$ cat src/rtl/regfile_sb.sv
// Register file with per-register busy scoreboard; x0 hardwired to zero.
// Optional same-cycle writeback-to-read forwarding when REGFILE_BYPASS_EN is defined.
module regfile_sb #(
  parameter int DATA_WIDTH = 32,
  parameter int ADDR_WIDTH = 5,
  parameter int NUM_RD     = 2
) (
  input  logic                           clk,
  input  logic                           rst,
  input  logic [NUM_RD*ADDR_WIDTH-1:0]   rd_addr,
  output logic [NUM_RD*DATA_WIDTH-1:0]   rd_data,
  output logic [NUM_RD-1:0]              rd_busy,
  input  logic                           issue_valid,
  input  logic [ADDR_WIDTH-1:0]          issue_addr,
  output logic                           issue_ready,
  input  logic                           wb_valid,
  input  logic [ADDR_WIDTH-1:0]          wb_addr,
  input  logic [DATA_WIDTH-1:0]          wb_data,
  output logic [ADDR_WIDTH:0]            pending_count,
  output logic [DATA_WIDTH-1:0]          a0
);
  localparam int NUM_REGS = 2**ADDR_WIDTH;

  logic [DATA_WIDTH-1:0] regs [NUM_REGS];
  logic [NUM_REGS-1:0]   busy_reg;
  logic [NUM_REGS-1:0]   busy_next;
  logic [ADDR_WIDTH:0]   pending_reg;
  logic [ADDR_WIDTH:0]   pending_next;
  logic                  wb_en;
  logic                  issue_fire;

  assign wb_en       = wb_valid && (wb_addr != '0);
  // A writeback retiring the same register frees it for re-issue in the same cycle.
  assign issue_ready = !busy_reg[issue_addr]
                     || (wb_valid && (wb_addr == issue_addr))
                     || (issue_addr == '0);
  assign issue_fire  = issue_valid && issue_ready && (issue_addr != '0);

  always_comb begin
    busy_next    = busy_reg;
    pending_next = '0;
    if (wb_en)      busy_next[wb_addr]    = 1'b0;
    // Issue applied after the clear so a new pending write wins over a retiring one.
    if (issue_fire) busy_next[issue_addr] = 1'b1;
    busy_next[0] = 1'b0;
    for (int i = 0; i < NUM_REGS; i++) begin
      pending_next = pending_next + (ADDR_WIDTH+1)'(busy_next[i]);
    end
  end

  always_ff @(posedge clk) begin
    if (rst) begin
      for (int i = 0; i < NUM_REGS; i++) begin
        regs[i] <= '0;
      end
      busy_reg    <= '0;
      pending_reg <= '0;
    end else begin
      if (wb_en) regs[wb_addr] <= wb_data;
      busy_reg    <= busy_next;
      pending_reg <= pending_next;
    end
  end

  genvar gi;
  generate
    for (gi = 0; gi < NUM_RD; gi++) begin : g_rd
      logic [ADDR_WIDTH-1:0] addr;
      assign addr = rd_addr[gi*ADDR_WIDTH +: ADDR_WIDTH];
`ifdef REGFILE_BYPASS_EN
      logic hit;
      assign hit = wb_en && (wb_addr == addr);
      assign rd_data[gi*DATA_WIDTH +: DATA_WIDTH] = hit ? wb_data : regs[addr];
      assign rd_busy[gi] = hit ? 1'b0 : busy_reg[addr];
`else
      assign rd_data[gi*DATA_WIDTH +: DATA_WIDTH] = regs[addr];
      assign rd_busy[gi] = busy_reg[addr];
`endif
    end
  endgenerate

  assign pending_count = pending_reg;
  assign a0            = regs[10];
endmodule

$ cat config.mk
export PLATFORM = sky130hd
export DESIGN_NAME = regfile_sb
export DESIGN_NICKNAME = d
export VERILOG_FILES = /design/src/rtl/regfile_sb.sv
export SDC_FILE = /design/constraint.sdc
export NUM_CORES = 2
export LEC_CHECK = 0
export BUFFER_PORTS_ARGS = -buffer_cell sky130_fd_sc_hd__buf_4
export CORE_UTILIZATION = 55
export CTS_CLUSTER_DIAMETER = 100
export DETAILED_ROUTE_END_ITERATION = 16
export PLACE_DENSITY = 0.72
export SYNTH_ARGS = -nofsm -noshare
export SYNTH_HDL_FRONTEND = slang
export SYNTH_SLANG_ARGS = --single-unit
$ cat constraint.sdc
create_clock -name clk -period 12.4 [get_ports clk]
set_input_delay 3.72 -clock clk [delete_from_list [all_inputs] [get_ports clk]]
set_output_delay 3.72 -clock clk [all_outputs]
set_load 0.01 [all_outputs]
# After elaboration in Yosys (flattened, before gate mapping)
# Memory sizes are Yosys's and may differ from the RTL's.
# Cells that the tools add are included.
word_totals:
  reg_bits: 38
  ram_bits: 1024
  output_inout_bits: 105
  n_memories: 1
mem_list:
  columns: ["name", "words", "width", "read_ports", "rd_ports_with_merged_regs", "write_ports", "line", "source"]
  rows:
  - ["regs", 32, 32, 3, 0, 32, "24", "logic [DATA_WIDTH-1:0] regs [NUM_REGS];"]
op_classes:
  addsub: 30
  magnitude_cmp: 6
  n_eq_ne: 1
  n_mux: 20
  n_bitwise: 3
  n_reduce_logical: 13
op_table:
  columns: ["cell", "n"]
  rows:
  - ["$add 6x1->6", 25]
  - ["$mux 32", 3]
  - ["$and 32x32->32", 1]
  - ["$not 32->32", 1]
  - ["$or 32x32->32", 1]
  - ["$reduce_or 32->1", 1]
  - ["$lt 5x6->1 const B", 4]
  - ["$bmux 1 s5", 3]
  - ["$mux 1", 11]
  - ["$demux 1 s5", 2]
  - ["$ge 5x1->1 const B", 2]
  - ["$reduce_bool 5->1", 2]
  - ["$add 5x1->6", 1]
  - ["$logic_and 1x1->1", 6]
  - ["$add 4x1->5", 1]
  - ["$eq 5x5->1", 1]
  - ["$logic_not 5->1", 1]
  - ["$mux 5", 1]
  - ["$add 3x1->4", 1]
  - ["$add 2x1->3", 1]
  - ["$add 1x1->2", 1]
  - ["$logic_or 1x1->1", 2]
  - ["$logic_not 1->1", 1]

# Depth between registers and ports, before layout
depth:
  ltp_word: 39
  mapped_depth: 24
  depth_no_buf: 22

# Least setup slack after synthesis
# Ideal clock, no wire load.
synth_timing:
  kind: "input -> register"
  start: "in issue_addr[4]"
  end: "reg pending_reg[4], in the netlist pending_count[4]"
  arrival_time_ns: 9.758
  t_required_ns: 12.272
  setup_slack_ns: 2.514
  path_stages: 22
  n_path_buf: 3
  path_cell_list: "buf_2 > or3b_2 > clkbuf_1 > o22ai_1 > a22oi_2 > a31oi_4 > buf_6 > o21ai_0 > fa_1 > inv_1 > fa_1 > fa_1 > inv_1 > fa_1 > fa_1 > fa_1 > fa_1 > fa_1 > a21o_1 > a21oi_1 > xor2_1 > nor2_1"
synth_lines:
  columns: ["item", "line", "source"]
  rows:
  - ["from (decl)", "14", "input logic [ADDR_WIDTH-1:0] issue_addr,"]
  - ["parallel branches: the longest is 7 deep, another holds $lt 5x6->1", null, null]
  - ["$mux 32 *", "44", "if (issue_fire) busy_next[issue_addr] = 1'b1;"]
  - ["via busy_next[6]", "26", "logic [NUM_REGS-1:0] busy_next;"]
  - ["$add 5x1->6 *", "47", "pending_next = pending_next + (ADDR_WIDTH+1)'(busy_next[i]);"]
  - ["$add 6x1->6 * (25 in a row)", "47", null]
  - ["to (signal assigned)", "61", "pending_reg <= pending_next;"]
  - ["to (decl)", "27", "logic [ADDR_WIDTH:0] pending_reg;"]
# Mark *: on every way through the listed nets, which the timed path passes. The select of a mux whose other input is x is not followed.
# A chain may end at the register's enable or synchronous reset.

# Worst setup path after layout
layout_timing:
  start: "in rd_addr[5]"
  end: "out rd_data[34]"
layout_between:
  elab_chain_len: 1
layout_rtl:
  columns: ["item", "line", "source"]
  rows:
  - ["from (decl)", "10", "input logic [NUM_RD*ADDR_WIDTH-1:0] rd_addr,"]
  - ["$mem_v2 32x32", null, null]
  - ["to (decl)", "11", "output logic [NUM_RD*DATA_WIDTH-1:0] rd_data,"]
# Every way passes these cells.

==> flow_summary.toml <==
[status]
status = "complete, no violations"

[grt]
grt_max_degree = 98
grt_pass1_vias = 36351
grt_pass1_wl_um = 261000
grt_usage_pct = 35.1
grt_overflow = 0
antenna_found_initial = 10

[floorplan]
die_w_um = 325
std_cell_rows = 118
core_mm2 = 0.103
io_pins = 161
start_util_pct = 55.5
die_area_mm2 = 0.106
die_h_um = 325

[detailed_routing]
via_per_inst = 7.03
drtPass1Iterations = 5
via_count = 35343
antenna_left = 0
drt-total-wl_um = 183000
drt_iter0_markers = 5073
route.detailed.drc = 0
wl_per_cell_um = 36.5

[timing]
setup_viol = 0
fin_crit_ps = 10240
fin_setup_tns_ps = 0
tightest_slew_ps = 1280
min_period_over_period_pct = 82.6
slew_viol_final = 0
hold_violations = 0
slew_headroom_pct = 14.3
finClkSkew_ps = 23.3
rsz0062_at_grt = "false"
max_freq_ghz = 0.0976

[place]
hpwlAfterDp_um = 102000
port_buffers = 160
gp_congestion = 0.901

[final_layout]
nFillCells = 7463
drive_above_1_share_pct = 32.8
final_cell_mix = "edfxtp_1 (1,024), and2_1 (996), mux4_2 (662)"
layout_commonest_cell = "edfxtp_1"
final_nets = 3638
largest_reg_flops = 1024
area_delta_synth_final_pct = 10.5

[logic_synthesis]
synth_area_leader_cell = "edfxtp_1"
synthFlopType = "edfxtp_1"
yosysUniqueCellTypes = 49
avgSynthCellArea_um2 = 16.2
yosysWarnings = 0
syn_area_mm2 = 0.0574
ys_ff_latch = 1061
synth_edf_count = 1024
syn-instance-count = 3534
synth_top_area_share_pct = 53.6
async_flop_share_pct = 0
ys_top_cells_by_area = "edfxtp_1 (54%), mux4_2 (26%), and2_1 (11%)"
ys_seq_area_share_pct = 54.8

[clock_tree]
clk_latency_ps = 720
clock_path_buffers = 3
cts_tree = "yes"
cts_hold_buffers = 0
cts_sinks = 1061
cts_setup_buffers = 0
h-tree-depth = 3
root_buffer = "clkbuf_16"
cts_resized = 0
cts_made_buffers = 113
clk_pin_slew_ps = 60

[setup_path]
worstPathMaxFanout = 63
rr_startpoint = "busy_reg[14]"
crit_arrival_ps = 6520
start_kind = "input port"
end_kind = "output port"
reg2reg_setup_slack_ps = 5520
crit_required_ps = 8680
timing.rr.end = "pending_count[4]"
r2r_cells = 19
worstSetupPathType = "input port to output port"

[power]
p_per_area_mw_per_mm2 = 134
power.total_mw = 8.53
leakagePower_nw = 21.6
vdd_drop_max_uv = 102

[min_path]
hold_class = "register to register"
min_from = "busy_reg[31]"
hold_end = "busy_reg[31]"
min_path_cells = 2

[job]
drv_cap = 0
-- worst max-delay path: stages --
cell	delay, ps
buf_8	530
buf_12	530
mux4_2	600
mux4_2	510
mux2_2	300
buf_4	150
-- how the worst max path moves through the flow --
stage | cells past startpoint | end | startpoint | slack, ps
2_1_floorplan | 22 | pending_count[4] | issue_addr[4] | 2510
3_3_place_gp | 20 | pending_count[4] | issue_addr[0] | 1790
3_5_place_dp | 20 | pending_count[4] | issue_addr[0] | 1810
4_1_cts | 6 | rd_data[9] | rd_addr[0] | 2070
5_1_grt | 6 | rd_data[9] | rd_addr[0] | 1980
6_report | 6 | rd_data[34] | rd_addr[5] | 2160
-- logic make-up (layout without fill, tap and decap cells) --
family | count (synthesis) | after routing | share of synthesized area [%]
other | 1 | 40 | 0.00653
DFF | 1061 | 1061 | 54.8
muxes | 737 | 737 | 27.4
AOI/OAI and AO/OA | 96 | 96 | 1.17
xor gates and xnor gates | 7 | 7 | 0.107
adders and majority gates | 30 | 30 | 0.954
and+or+nand+nor | 1197 | 1197 | 12.6
buffers and inverters | 405 | 477 | 2.94
-- metal layers --
| metal | vias to the layer above | GRT usage [%] | share of wire [%] |
|---|---|---|---|
| met1 | 18445 | 47.3 | 36 |
| met2 | 2664 | 54.3 | 47 |
| li1 | 13699 | - | - |
| met5 | - | 0 | 0 |
| met3 | 535 | 8.22 | 12 |
| met4 | 0 | 16.7 | 5.1 |
-- synth_stat cells, types with 3 or more instances --
cell and instances:
mux2i_1 7, xnor2_1 6, or3_1 6, mux4_2 662, dfxtp_1 37, a21o_1 4, a21boi_0 3, a21oi_1 10
nand3b_1 4, clkbuf_1 283, edfxtp_1 1024, fa_1 23, nand2b_1 26, o31ai_1 10, nor2b_1 9, nor3_1 22
nor3b_1 5, a32oi_1 5, nand3_1 11, buf_1 18, inv_1 31, mux2_2 68, and2_1 996, o31a_1 6
buf_2 54, o21bai_1 6, or2_2 11, o21ai_0 22, nand2_1 58, a211oi_1 3, buf_6 8, ha_1 7
nor2_1 44, buf_4 11, o22ai_1 11, o32ai_1 5, o211ai_1 4
-- where the power goes --
part	internal, mW	total (mW)	leakage [nW]	switching, mW
Combinational	0.526	1.12	9.86	0.589
Sequential	4.13	4.24	10.1	0.105
Clock	1.76	3.17	1.63	1.42
Total	6.41	8.53	21.6	2.11
-- metrics by stage --
step           hold slack [ps]  std cells  instance area (um^2)  setup slack (ps)  utilization, %
3_5_place_dp               515       4817                 60100              1810            58.0
4_1_cts                    523       5017                 63400              2070            61.3
5_1_grt                    561       5021                 63400              1980            61.3
6_report                   524       5025                 63400              2160            61.3
2_1_floorplan              463       3565                 57500              2510               -
3_3_place_gp               515       4817                 60100              1790            58.0
-- final cells by class --
cell class / instances / area (um^2) / area share [%]
multi-input cells: 2099 / 24700 / 38.9
diodes: 8 / 20.0 / 0.0316
well taps: 1380 / 1730 / 2.72
inverters: 31 / 116 / 0.183
clock buffers: 142 / 2960 / 4.66
repair buffers: 246 / 2020 / 3.19
flip-flops and latches: 1061 / 31500 / 49.6
clock inverters: 58 / 400 / 0.631
Note: power is estimated with default switching activity, not from simulation.
